### src/rtl/rv32i_pkg.sv
// Shared RV32I core definitions: default widths, reset PC, NOP encoding and
// the fetch-side enums.
package rv32i_pkg;

    localparam int          ADDRESS_WIDTH_DEF = 32;
    localparam int          DATA_WIDTH_DEF    = 32;
    localparam logic [31:0] RESET_PC_DEF      = 32'h0000_0000;
    localparam logic [31:0] NOP_INSTR         = 32'h0000_0013;  // addi x0, x0, 0

    typedef enum logic {
        FETCH_BOOT = 1'b0,
        FETCH_RUN  = 1'b1
    } fetch_state_e;

    typedef enum logic [1:0] {
        PC_SEL_HOLD     = 2'd0,
        PC_SEL_INC      = 2'd1,
        PC_SEL_REDIRECT = 2'd2,
        PC_SEL_RESET    = 2'd3
    } pc_sel_e;

endpackage

### src/rtl/fetch_stage_pc_reg.sv
// Program counter register with its next-PC select
// (reset value / sequential +4 / redirect target / hold).
module pc_reg
    import rv32i_pkg::*;
#(
    parameter int                       ADDRESS_WIDTH = ADDRESS_WIDTH_DEF,
    parameter logic [ADDRESS_WIDTH-1:0] RESET_PC      = ADDRESS_WIDTH'(RESET_PC_DEF)
) (
    input  logic                     clk_i,
    input  logic                     rst_i,
    input  pc_sel_e                  pc_sel_i,
    input  logic [ADDRESS_WIDTH-1:0] redirect_target_i,
    output logic [ADDRESS_WIDTH-1:0] pc_o,
    output logic [ADDRESS_WIDTH-1:0] pc_plus4_o
);

    logic [ADDRESS_WIDTH-1:0] pc_q;
    logic [ADDRESS_WIDTH-1:0] pc_d;

    // Modulo-2^ADDRESS_WIDTH increment: the top word wraps to zero.
    assign pc_plus4_o = pc_q + ADDRESS_WIDTH'(4);
    assign pc_o       = pc_q;

    always_comb begin
        pc_d = pc_q;
        case (pc_sel_i)
            PC_SEL_INC:      pc_d = pc_plus4_o;
            PC_SEL_REDIRECT: pc_d = redirect_target_i;
            PC_SEL_RESET:    pc_d = RESET_PC;
            default:         pc_d = pc_q;
        endcase
    end

    always_ff @(posedge clk_i) begin
        if (rst_i) begin
            pc_q <= RESET_PC;
        end else begin
            pc_q <= pc_d;
        end
    end

endmodule

### src/rtl/fetch_stage.sv
// RV32I instruction-fetch stage: PC, instruction-memory address and IF/ID register.
// Optional fetch-fault checking is enabled with `define FETCH_FAULT_CHECK_EN.
//
// state | meaning
// BOOT  | first cycle after reset: fetch at RESET_PC unconditionally
// RUN   | normal operation: redirect > stall > flush > sequential fetch
module fetch_stage
    import rv32i_pkg::*;
#(
    parameter int                       ADDRESS_WIDTH = ADDRESS_WIDTH_DEF,
    parameter int                       DATA_WIDTH    = DATA_WIDTH_DEF,
    parameter logic [ADDRESS_WIDTH-1:0] RESET_PC      = ADDRESS_WIDTH'(RESET_PC_DEF),
    parameter int                       IMEM_BYTES    = 4096
) (
    input  logic                     clk,
    input  logic                     rst,
    input  logic                     stall,
    input  logic                     flush,
    input  logic                     redirect_en,
    input  logic [ADDRESS_WIDTH-1:0] redirect_target,
    output logic [ADDRESS_WIDTH-1:0] imem_addr,
    input  logic [DATA_WIDTH-1:0]    imem_instr,
    output logic [DATA_WIDTH-1:0]    if_id_instr,
    output logic [ADDRESS_WIDTH-1:0] if_id_pc,
    output logic [ADDRESS_WIDTH-1:0] if_id_pc_plus4,
    output logic                     if_id_valid,
    output logic                     fetch_fault
);

    localparam logic [DATA_WIDTH-1:0] NOP = DATA_WIDTH'(NOP_INSTR);

    if (IMEM_BYTES < 4 || (IMEM_BYTES % 4) != 0) begin : g_bad_imem_bytes
        $error("fetch_stage: IMEM_BYTES must be a positive multiple of 4");
    end

    fetch_state_e             state_q;
    fetch_state_e             state_d;
    pc_sel_e                  pc_sel;
    logic [ADDRESS_WIDTH-1:0] pc;
    logic [ADDRESS_WIDTH-1:0] pc_plus4;
    logic                     fetch_req;
    logic                     fetch_bad;
    logic                     fault_hold;
    logic                     ifid_load;
    logic                     ifid_bubble;

    logic [DATA_WIDTH-1:0]    instr_q;
    logic [ADDRESS_WIDTH-1:0] ifid_pc_q;
    logic [ADDRESS_WIDTH-1:0] ifid_pc4_q;
    logic                     valid_q;

    pc_reg #(
        .ADDRESS_WIDTH (ADDRESS_WIDTH),
        .RESET_PC      (RESET_PC)
    ) u_pc_reg (
        .clk_i             (clk),
        .rst_i             (rst),
        .pc_sel_i          (pc_sel),
        .redirect_target_i (redirect_target),
        .pc_o              (pc),
        .pc_plus4_o        (pc_plus4)
    );

    assign imem_addr = pc;

`ifdef FETCH_FAULT_CHECK_EN
    localparam logic [ADDRESS_WIDTH-1:0] IMEM_LAST = ADDRESS_WIDTH'(IMEM_BYTES - 4);

    logic fault_q;

    assign fetch_bad  = (pc[1:0] != 2'b00) || (pc > IMEM_LAST);
    assign fault_hold = fault_q;
    assign fetch_fault = fault_q;

    // Sticky until a redirect moves the PC somewhere else.
    always_ff @(posedge clk) begin
        if (rst) begin
            fault_q <= 1'b0;
        end else if (pc_sel == PC_SEL_REDIRECT) begin
            fault_q <= 1'b0;
        end else if (fetch_req && fetch_bad) begin
            fault_q <= 1'b1;
        end
    end
`else
    assign fetch_bad   = 1'b0;
    assign fault_hold  = 1'b0;
    assign fetch_fault = 1'b0;
`endif

    always_ff @(posedge clk) begin
        if (rst) begin
            state_q <= FETCH_BOOT;
        end else begin
            state_q <= state_d;
        end
    end

    always_comb begin
        state_d     = state_q;
        pc_sel      = PC_SEL_HOLD;
        fetch_req   = 1'b0;
        ifid_load   = 1'b0;
        ifid_bubble = 1'b0;

        case (state_q)
            FETCH_BOOT: begin
                // Nothing downstream can legitimately stall or redirect yet.
                state_d   = FETCH_RUN;
                fetch_req = 1'b1;
            end
            default: begin
                if (redirect_en) begin
                    pc_sel      = PC_SEL_REDIRECT;
                    ifid_bubble = 1'b1;
                end else if (stall) begin
                    ifid_bubble = flush;
                end else if (fault_hold) begin
                    ifid_bubble = 1'b1;
                end else if (flush) begin
                    pc_sel      = PC_SEL_INC;
                    ifid_bubble = 1'b1;
                end else begin
                    fetch_req = 1'b1;
                end
            end
        endcase

        if (fetch_req) begin
            if (fetch_bad) begin
                ifid_bubble = 1'b1;
            end else begin
                pc_sel    = PC_SEL_INC;
                ifid_load = 1'b1;
            end
        end
    end

    // Bubbles only clear instr/valid; the PC fields keep their last value.
    always_ff @(posedge clk) begin
        if (rst) begin
            instr_q    <= NOP;
            ifid_pc_q  <= '0;
            ifid_pc4_q <= '0;
            valid_q    <= 1'b0;
        end else if (ifid_load) begin
            instr_q    <= imem_instr;
            ifid_pc_q  <= pc;
            ifid_pc4_q <= pc_plus4;
            valid_q    <= 1'b1;
        end else if (ifid_bubble) begin
            instr_q    <= NOP;
            valid_q    <= 1'b0;
        end
    end

    assign if_id_instr    = instr_q;
    assign if_id_pc       = ifid_pc_q;
    assign if_id_pc_plus4 = ifid_pc4_q;
    assign if_id_valid    = valid_q;

endmodule

### config.mk
export PLATFORM = sky130hd
export DESIGN_NAME = fetch_stage
export DESIGN_NICKNAME = d
export VERILOG_FILES = /design/src/rtl/rv32i_pkg.sv /design/src/rtl/fetch_stage_pc_reg.sv /design/src/rtl/fetch_stage.sv
export SDC_FILE = /design/constraint.sdc
export NUM_CORES = 1
export LEC_CHECK = 0
export CAP_MARGIN = 20
export CORE_MARGIN = 2
export CORE_UTILIZATION = 45
export CTS_BUF_LIST = sky130_fd_sc_hd__clkbuf_16
export DETAILED_ROUTE_END_ITERATION = 10
export PLACE_DENSITY = 0.84
export SLEW_MARGIN = 0
export SYNTH_ARGS = -nofsm -noshare
export SYNTH_HDL_FRONTEND = slang
export SYNTH_SLANG_ARGS = --single-unit
### constraint.sdc
create_clock -name clk -period 3.14 [get_ports clk]
set_clock_uncertainty 0.05 [all_clocks]
set_input_delay 0.942 -clock clk [delete_from_list [all_inputs] [get_ports clk]]
set_output_delay 0.942 -clock clk [all_outputs]
set_load 0.05 [all_outputs]
==> summary.txt, run 1 <==
Floorplan
  • Number of top-level pins: 199
  • Core area: 12000 sq um
  • Die height: 115 microns
  • DIE AREA: 13200 sq um
  • Chip Width: 115 microns
  • Starting Density: 46.0%
  • Std-Cell Rows: 40

Yosys
  • Syn_area_per_cell: 8.05 sq um
  • Synth Flop Type: dfxtp_1
  • Cells after synthesis: 686
  • Register bit total from synthesis: 128
  • Post-synth EDFFs: 0
  • Mapped cell area: 5520 sq um
  • Async SR Flop Fraction: 0%
  • Synth Warn #: 0
  • Net Count, Synth: 756
  • Synth cell types: 52
  • Sequential area share after synthesis: 46.4%

Place
  • Port Buffers: 197
  • Placed cells: 981
  • Placed inst area: 7590 sq um
  • Placer Congestion: 0.884
  • Detailed Place HPWL: 11.5 mm

Finish
  • Sequential cell area: 2560 sq um
  • Final design utilization: 67.5%
  • Nets: 923
  • Layout Cells excl Fill: 1013
  • Fillers: 979
  • Footprint of the multi-input gates: 2660 sq um
  • Share of layout cells above drive strength 1: 6.24%
  • Design Area, Final: 8110 sq um
  • Area grow syn2layout: 46.8%
  • ANT cells: 0

Global routing
  • Number of antenna violations at the first check in global routing: 0
  • GR Overflow Total: 0
  • Largest net degree at the start of global routing: 37
  • GR Util All Layers: 25.2%
  • First-pass GRT wire length: 25.9 mm
  • Vias in the first global route: 5277

Critical path
  • Arr. time, crit path: 1860 ps
  • Worst reg2reg path endpoint: u_pc_reg.pc_o[27]
  • Worst Setup End Kind: primary output
  • Kind of critical path: reg -> out
  • Worst path bufs/invs: 1
  • Crit path depth: 1
  • Reg-to-Reg Start: u_pc_reg.pc_o[10]
  • Slowest Stage Delay on Critical Path: 890 ps
  • Cell family with most CP delay: buffers and inverters
  • Slowest cell on the critical path: clkdlybuf4s50_1
  • R2r setup slk: 550 ps
  • FF-to-FF path depth: 5
  • CP Cell Sequence: clkdlybuf4s50_1
  • CP startpoint: u_pc_reg.pc_o[28]
  • Crit-path max FO: 11
  • CP endpoint: imem_addr[28]
  • Worst path required time: 2150 ps
  • Worst setup SP type: register

Power
  • PD cells: 539 nW/um^2
  • Pleak: 2.95 nW
  • VDD IR max: 363 uV

Timing
  • Post-layout min period: 2850 ps
  • Least-Margin Pin Slew: 750 ps
  • Relative slew slack: 50.0%
  • TNS Setup: 0 ps
  • Setup violations, final: 0
  • RSZ-0062 raised after global routing: no
  • Final worst path period share: 90.7%
  • Max Slew Vio Count: 0
  • Final Hold Fails: 0
  • F_max: 351 MHz

Clock tree
  • Hold-fix buffers, CTS: 0
  • Cts bufs inserted: 17
  • Clock latency on the worst-skew pair: 410 ps
  • Clk pin slew, worst setup/hold paths: 50 ps
  • Max clock buf depth: 2
  • # resized after CTS: 0
  • CTS tree: yes
  • CTS sink cnt: 128
  • Root Buffer: clkbuf_16
  • Post-CTS Setup Repair Bufs: 0
  • CTS H-Tree Depth: 4

Route
  • Final WL: 16.8 mm
  • Initial drt markers: 410
  • DRT Pass-1 Iters: 5
  • Antenna Nets Post-Route: 0
  • Drt via density: 5.54
  • Drt wl/cell: 16.6 microns
  • Drt drc: 0
  • Via count: 5608

Worst hold path
  • Hold Path Stages: 2
  • Hold Crit Class: reg -> reg

Flow run
  • Max Cap Violations: 0

Outcome
  • Outcome: complete, no violations
==> worst min-delay path by stage <==
stage                            startpoint                 to  slack [ps]
after floorplan            u_pc_reg.pc_o[0]        if_id_pc[0]         400
after global placement         if_id_pc[28]       if_id_pc[28]         390
after detailed placement       if_id_pc[20]       if_id_pc[20]         390
after CTS                      if_id_pc[15]       if_id_pc[15]         400
after global routing      if_id_pc_plus4[3]  if_id_pc_plus4[3]         420
final                          if_id_pc[15]       if_id_pc[15]         400
==> cells in the final DEF, fill, tap and decap left out, drive strengths merged, types with 2 or more instances in the layout <==
cell type      netlist  routed
and2                 2       2
nor4                 6       6
o22ai                3       3
dfxtp              128     128
or3                  8       8
a211oi              13      13
nand2              119     119
nor2                70      70
nand3b               6       6
inv                  4       9
xor2                13      13
xnor2               16      16
nand4                4       4
buf                 23      25
a22oi               45      45
and4                 2       2
and3                 8       8
a221oi               2       2
a31oi               11      11
a22o                 4       4
nand3               23      23
mux2i                4       4
nor3                 9       9
or4                  3       3
clkdlybuf4s50        0     196
o31ai                7       7
o21ai               28      28
clkinv               0       9
a21oi               57      57
clkbuf              50      17
==> logic make-up (layout without fill, tap and decap cells) <==
family / after synthesis / in the layout / share of synthesized area [%]
compound gates: 181 / 181 / 20.8
mux: 4 / 4 / 0.725
buf+inv: 77 / 257 / 5.78
simple gates: 265 / 265 / 21.4
fa+ha+maj: 1 / 1 / 0.227
flops: 128 / 128 / 46.4
xor+xnor: 29 / 29 / 4.60
other cells: 1 / 1 / 0.0679
==> area by class of cell <==
class | count | share of cell area, %
inverter | 4 | 0.185
clock inverter | 15 | 1.10
timing repair buffer | 221 | 26.8
clock buffer | 17 | 5.25
tap | 147 | 2.27
sequential | 128 | 31.6
multi-input combinational | 481 | 32.8
==> report_power, final <==
group,leakage (nW),switching (W),internal [W]
registers,1.05,0.0000786,0.00171
clock network,0.276,0.000662,0.00105
logic,1.62,0.000543,0.000322
==> through the flow <==
| step | setup WS (ps) | power, W | hold WS, ps |
|---|---|---|---|
| 2_1_floorplan | 545 | 0.00234 | 400 |
| 3_3_place_gp | 247 | 0.00268 | 387 |
| 3_5_place_dp | 190 | 0.00268 | 394 |
| 4_1_cts | 269 | 0.00440 | 402 |
| 5_1_grt | 223 | 0.00454 | 417 |
| 6_report | 291 | 0.00437 | 398 |
==> routing by layer <==
| metal | vias up | track usage (%) | part of all wire (%) |
|---|---|---|---|
| li1 | 2726 | - | - |
| met1 | 2622 | 30.3 | 42 |
| met2 | 240 | 41.2 | 47 |
| met3 | 20 | 9.44 | 9.5 |
| met4 | 0 | 9.32 | 1.7 |
| met5 | - | 0 | 0 |
==> Yosys cell counts (2+ instances only) <==
library cell  instances  area, sq um
or4_1                 2         15.0
buf_2                 8         40.0
nand3b_1              6         45.0
buf_4                 5         37.5
buf_1                10         37.5
a21oi_1              57          285
and3_1                8         50.1
clkbuf_1             49          184
dfxtp_1             128         2560
a31oi_1              11         68.8
a221oi_1              2         17.5
xnor2_1              16          140
a22o_1                4         35.0
nor4_1                5         31.3
nor2_1               70          263
and2_1                2         12.5
and4_1                2         17.5
mux2i_1               4         40.0
o31ai_1               7         52.6
nand3_1              22          110
nand4_1               4         25.0
o21ai_0              28          140
nand2_1             119          447
o22ai_1               3         18.8
a22oi_1              45          338
a211oi_1             13         97.6
xor2_1               13          114
inv_1                 4         15.0
nor3_1                9         45.0
or3_1                 8         50.1
==> flip-flops by register name, summed over array words and instances, names as in the netlist <==
name	count
if_id_instr	32
state_q	1
if_id_pc_plus4	30
if_id_valid	1
u_pc_reg.pc_o	32
if_id_pc	32
No activity file was read; power rests on OpenSTA's default activity.
==> run 2: changes to the inputs <==
--- a/config.mk
+++ b/config.mk
@@ -7,10 +7,10 @@
 export LEC_CHECK = 0
 export CAP_MARGIN = 20
 export CORE_MARGIN = 2
-export CORE_UTILIZATION = 45
+export CORE_UTILIZATION = 48
 export CTS_BUF_LIST = sky130_fd_sc_hd__clkbuf_16
 export DETAILED_ROUTE_END_ITERATION = 10
-export PLACE_DENSITY = 0.84
+export PLACE_DENSITY = 0.89
 export SLEW_MARGIN = 0
 export SYNTH_ARGS = -nofsm -noshare
 export SYNTH_HDL_FRONTEND = slang
==> constraint.sdc (replaced) <==
create_clock -name clk -period 3.4 [get_ports clk]
set_clock_uncertainty 0.05 [all_clocks]
set_input_delay 1.02 -clock clk [delete_from_list [all_inputs] [get_ports clk]]
set_output_delay 1.02 -clock clk [all_outputs]
set_load 0.05 [all_outputs]
==> run 2 against run 1 <==
Against the previous run: sequential cell count is the same; die area shrank 6.0%; count of clock-buffer cells in the layout unchanged; cell count is 1.5% lower; power decreased by 5.8%; core utilization grew 3.5 points; combinational power decreased by 9.5%; setup slack improved by 190 ps; non-clock buffer count decreased by 9; via count grew 2.3%.
==> summary.txt, run 2 (synthesized netlist as in run 1, its figures left out) <==
Timing
  • Max Slew Vio Count: 0
  • F_max: 342 MHz
  • Final worst path period share: 85.9%
  • Least-Margin Pin Slew: 736 ps
  • Post-layout min period: 2920 ps
  • Setup violations, final: 0
  • Final Hold Fails: 0
  • RSZ-0062 raised after global routing: no
  • Relative slew slack: 50.9%
  • TNS Setup: 0 ps

Critical path
  • Slowest Stage Delay on Critical Path: 910 ps
  • Worst Setup End Kind: primary output
  • Crit path depth: 1
  • Worst path required time: 2330 ps
  • Kind of critical path: reg -> out
  • CP Cell Sequence: clkdlybuf4s50_1
  • Cell family with most CP delay: buffers and inverters
  • Slowest cell on the critical path: clkdlybuf4s50_1
  • Worst path bufs/invs: 1
  • FF-to-FF path depth: 5
  • Worst setup SP type: register
  • Arr. time, crit path: 1850 ps
  • Crit-path max FO: 11

Power
  • Pleak: 2.89 nW
  • Sw frac: 29.2%
  • Sequential Power Share: 40.4%
  • Logic gate share of total power: 19.0%
  • Clock share of power: 40.6%
  • VDD IR max: 362 uV
  • Sw Pwr: 0.00120 W
  • Internal: 0.00291 W
  • PD cells: 512 nW/um^2

Clock tree
  • Root Buffer: clkbuf_16
  • # resized after CTS: 0
  • CTS tree: yes
  • CTS H-Tree Depth: 4
  • Clock latency on the worst-skew pair: 410 ps
  • Cts bufs inserted: 17
  • Clk pin slew, worst setup/hold paths: 50 ps
  • Post-CTS Setup Repair Bufs: 0
  • Hold-fix buffers, CTS: 0
  • Max clock buf depth: 2
  • CTS sink cnt: 128

Route
  • DRT Pass-1 Iters: 5
  • Antenna Nets Post-Route: 0
  • Initial drt markers: 487
  • Drt wl/cell: 17.1 microns
  • Drt via density: 5.75
  • Final WL: 17.1 mm
  • Via count: 5738
  • Drt drc: 0

Global routing
  • Vias in the first global route: 5329
  • Largest net degree at the start of global routing: 50
  • GR Overflow Total: 0
  • Number of antenna violations at the first check in global routing: 0
  • First-pass GRT wire length: 26.7 mm
  • GR Util All Layers: 26.7%

Finish
  • Final design utilization: 71.1%
  • Share of layout cells above drive strength 1: 5.26%
  • ANT cells: 0
  • Commonest cells after routing, fill and taps aside: clkdlybuf4s50_1 (196), dfxtp_1 (128), nand2_1 (119)
  • Nets: 914
  • Most common cell after layout, fill and taps aside: clkdlybuf4s50_1
  • Area grow syn2layout: 45.7%

Floorplan
  • Chip Width: 111 microns
  • Core area: 11300 sq um
  • Die height: 111 microns
  • Std-Cell Rows: 39
  • Number of top-level pins: 199
  • DIE AREA: 12400 sq um
  • Starting Density: 48.8%

Place
  • Placer Congestion: 0.850
  • Detailed Place HPWL: 11.4 mm
  • Port Buffers: 197

Worst hold path
  • Hold Path Stages: 2
  • Hold Crit Class: reg -> reg

Outcome
  • Outcome: complete, no violations

Flow run
  • Max Cap Violations: 0
-- run 2: changes by cell type in the layout (fill, tap and decap cells not counted) --
cell,previous run,this run
clkinv_1,4,3
inv_1,9,8
clkinvlp_4,0,1
buf_4,23,15
clkinv_2,5,3
buf_12,2,1
bufinv_16,1,2
-- run 2: cell type report --
type | count | area [sq um]
Clock inverter | 13 | 109
Fill cell | 862 | 3280
Inverter | 4 | 15.0
Multi-Input combinational cell | 481 | 2660
Sequential cell | 128 | 2560
Timing Repair Buffer | 212 | 2090
Tap cell | 143 | 179
Clock buffer | 17 | 425
-- run 2: per-stage QoR --
step,cells,worst slack (ps),hold WS (ps),total power (W),cell area (sq um)
CTS,998,483,401,0.00413,8040
detailed placement,968,410,394,0.00247,7510
floorplan,686,757,400,0.00216,5520
global route,998,434,418,0.00426,8040
global placement,968,494,387,0.00245,7510
finish,998,479,398,0.00412,8040
-- run 2: final timing paths --
path,from,slack (ps),to
worst max-delay path,u_pc_reg.pc_o[28],480,imem_addr[28]
worst min register to register,if_id_pc[2],400,if_id_pc[2]
worst max register to register,u_pc_reg.pc_o[11],800,u_pc_reg.pc_o[27]
worst min-delay path,if_id_pc[2],400,if_id_pc[2]
-- run 2: layer usage --
layer	vias to the layer above	track usage (%)	wire length [microns]
met3	55	9.19	1740
met5	-	0	0
li1	2710	-	-
met2	320	43.0	7950
met1	2653	32.9	6930
met4	0	10.5	469
-- run 2: power groups by stage --
stage / registers [W] / clock network [W] / logic (W)
final: 0.00166 / 0.00167 / 0.000782
after global routing: 0.00167 / 0.00176 / 0.000823
after CTS: 0.00166 / 0.00168 / 0.000781
after global placement: 0.00169 / 0 / 0.000766
after detailed placement: 0.00169 / 0 / 0.000775
after floorplan: 0.00193 / 0 / 0.000231
==> run 3: changes to the inputs <==
--- a/config.mk
+++ b/config.mk
@@ -6,11 +6,11 @@
 export NUM_CORES = 1
 export LEC_CHECK = 0
 export CAP_MARGIN = 20
-export CORE_MARGIN = 2
 export CORE_UTILIZATION = 48
 export CTS_BUF_LIST = sky130_fd_sc_hd__clkbuf_16
 export DETAILED_ROUTE_END_ITERATION = 10
 export PLACE_DENSITY = 0.89
+export SETUP_SLACK_MARGIN = 0.3
 export SLEW_MARGIN = 0
 export SYNTH_ARGS = -nofsm -noshare
 export SYNTH_HDL_FRONTEND = slang
==> run 3 against run 2 <==
Against the previous run: critical path depth unchanged; sequential power barely moved; via count is 2.3% higher; fmax about the same; register-to-register slack worse by 90 ps; critical endpoint is now imem_addr[20]; setup slack got worse by 1.6 ps; highest routed layer unchanged.
==> summary.txt, run 3 (synthesized netlist as in run 1, its figures left out) <==
Floorplan
  • Std-Cell Rows: 38
  • Core area: 11000 sq um
  • DIE AREA: 11900 sq um
  • Number of top-level pins: 199
  • Starting Density: 50.1%
  • Die height: 109 microns
  • Chip Width: 109 microns

Place
  • Port Buffers: 197
  • Placer Congestion: 0.823
  • Placed cells: 968
  • Placement Setup Slack: 349 ps
  • Detailed Place HPWL: 12.3 mm

Timing
  • Post-layout min period: 2920 ps
  • Least-Margin Pin Slew: 748 ps
  • Setup violations, final: 0
  • Final worst path period share: 86.0%
  • Final Hold Fails: 0
  • Relative slew slack: 50.1%
  • RSZ-0062 raised after global routing: no
  • F_max: 342 MHz
  • TNS Setup: 0 ps
  • Setup WS post-layout: 477 ps
  • Max Slew Vio Count: 0

Route
  • Drt drc: 0
  • Antenna Nets Post-Route: 0
  • Initial drt markers: 563
  • DRT Pass-1 Iters: 6
  • Via count: 5868
  • Final WL: 17.9 mm
  • Drt wl/cell: 17.9 microns
  • Drt via density: 5.87

Finish
  • Footprint of the multi-input gates: 2660 sq um
  • Share of layout cells above drive strength 1: 6.16%
  • Fillers: 803
  • Sequential cell area: 2560 sq um
  • Nets: 917
  • ANT cells: 0
  • Layout Cells excl Fill: 1000
  • Area grow syn2layout: 46.8%
  • Commonest cells after routing, fill and taps aside: clkdlybuf4s50_1 (196), dfxtp_1 (128), nand2_1 (119)
  • Most common cell after layout, fill and taps aside: clkdlybuf4s50_1

Global routing
  • GR Util All Layers: 30.0%
  • GR Overflow Total: 0
  • Largest net degree at the start of global routing: 67
  • GR met3 Demand/Resource: 10.2%
  • Vias in the first global route: 5636
  • First-pass GRT wire length: 27.4 mm
  • Busiest grt layer: met2
  • Number of antenna violations at the first check in global routing: 0
  • Met2 Use GR: 50.8%
  • Grt met1 use: 34.2%

Power
  • VDD IR max: 322 uV
  • Pwr Total: 0.00423 W
  • Pleak: 2.92 nW
  • PD cells: 522 nW/um^2

Clock tree
  • Cts bufs inserted: 17
  • Hold-fix buffers, CTS: 0
  • CTS tree: yes
  • Root Buffer: clkbuf_16
  • # resized after CTS: 0
  • Post-CTS Setup Repair Bufs: 0
  • Clk pin slew, worst setup/hold paths: 50 ps
  • Clock latency on the worst-skew pair: 410 ps
  • CTS sink cnt: 128
  • Max clock buf depth: 2
  • CTS H-Tree Depth: 4

Flow run
  • Max Cap Violations: 0

Critical path
  • Worst path bufs/invs: 1
  • Arr. time, crit path: 1850 ps
  • CP startpoint: u_pc_reg.pc_o[20]
  • Worst Setup End Kind: primary output
  • Cell family with most CP delay: buffers and inverters
  • Crit-path max FO: 10
  • Kind of critical path: reg -> out
  • CP Cell Sequence: clkdlybuf4s50_1
  • Worst setup SP type: register
  • Worst path required time: 2330 ps
  • Slowest cell on the critical path: clkdlybuf4s50_1
  • Slowest Stage Delay on Critical Path: 880 ps
  • Reg-to-Reg Start: u_pc_reg.pc_o[10]

Outcome
  • Outcome: complete, no violations

Worst hold path
  • Min-delay src: if_id_pc[5]
  • Hold Crit Class: reg -> reg
==> run 3: cell type report <==
| type | count | share of cell area (%) |
|---|---|---|
| clock buffers | 17 | 5.25 |
| clock inverters | 15 | 1.87 |
| inverters | 4 | 0.185 |
| multi-input cells | 481 | 32.8 |
| flip-flops and latches | 128 | 31.6 |
| well taps | 140 | 2.16 |
| repair buffers | 215 | 26.1 |
==> run 3: path summary, 6_finish.rpt <==
check,cells past startpoint,slack [ps],to
min,2,400,if_id_pc[5]
min reg2reg,2,400,if_id_pc[5]
max reg2reg,5,710,u_pc_reg.pc_o[27]
max,1,480,imem_addr[20]
==> run 3: routing by layer <==
layer | part of all wire, % | up-vias
met2 | 48 | 353
li1 | - | 2714
met1 | 38 | 2763
met3 | 11 | 38
met4 | 2.6 | 0
met5 | 0 | -
==> run 3: stage by stage <==
stage          utilization [%]  instance area (sq um)  hold WS, ps
2_1_floorplan                -                   5520          400
3_3_place_gp              68.3                   7530          389
3_5_place_dp              68.3                   7530          396
4_1_cts                   73.5                   8110          403
5_1_grt                   73.5                   8110          426
6_report                  73.5                   8110          404
==> run 3: power breakdown <==
part           internal [W]  switching, W
sequential          0.00158     0.0000843
combinational      0.000289      0.000498
clock               0.00113      0.000647
total               0.00300       0.00123
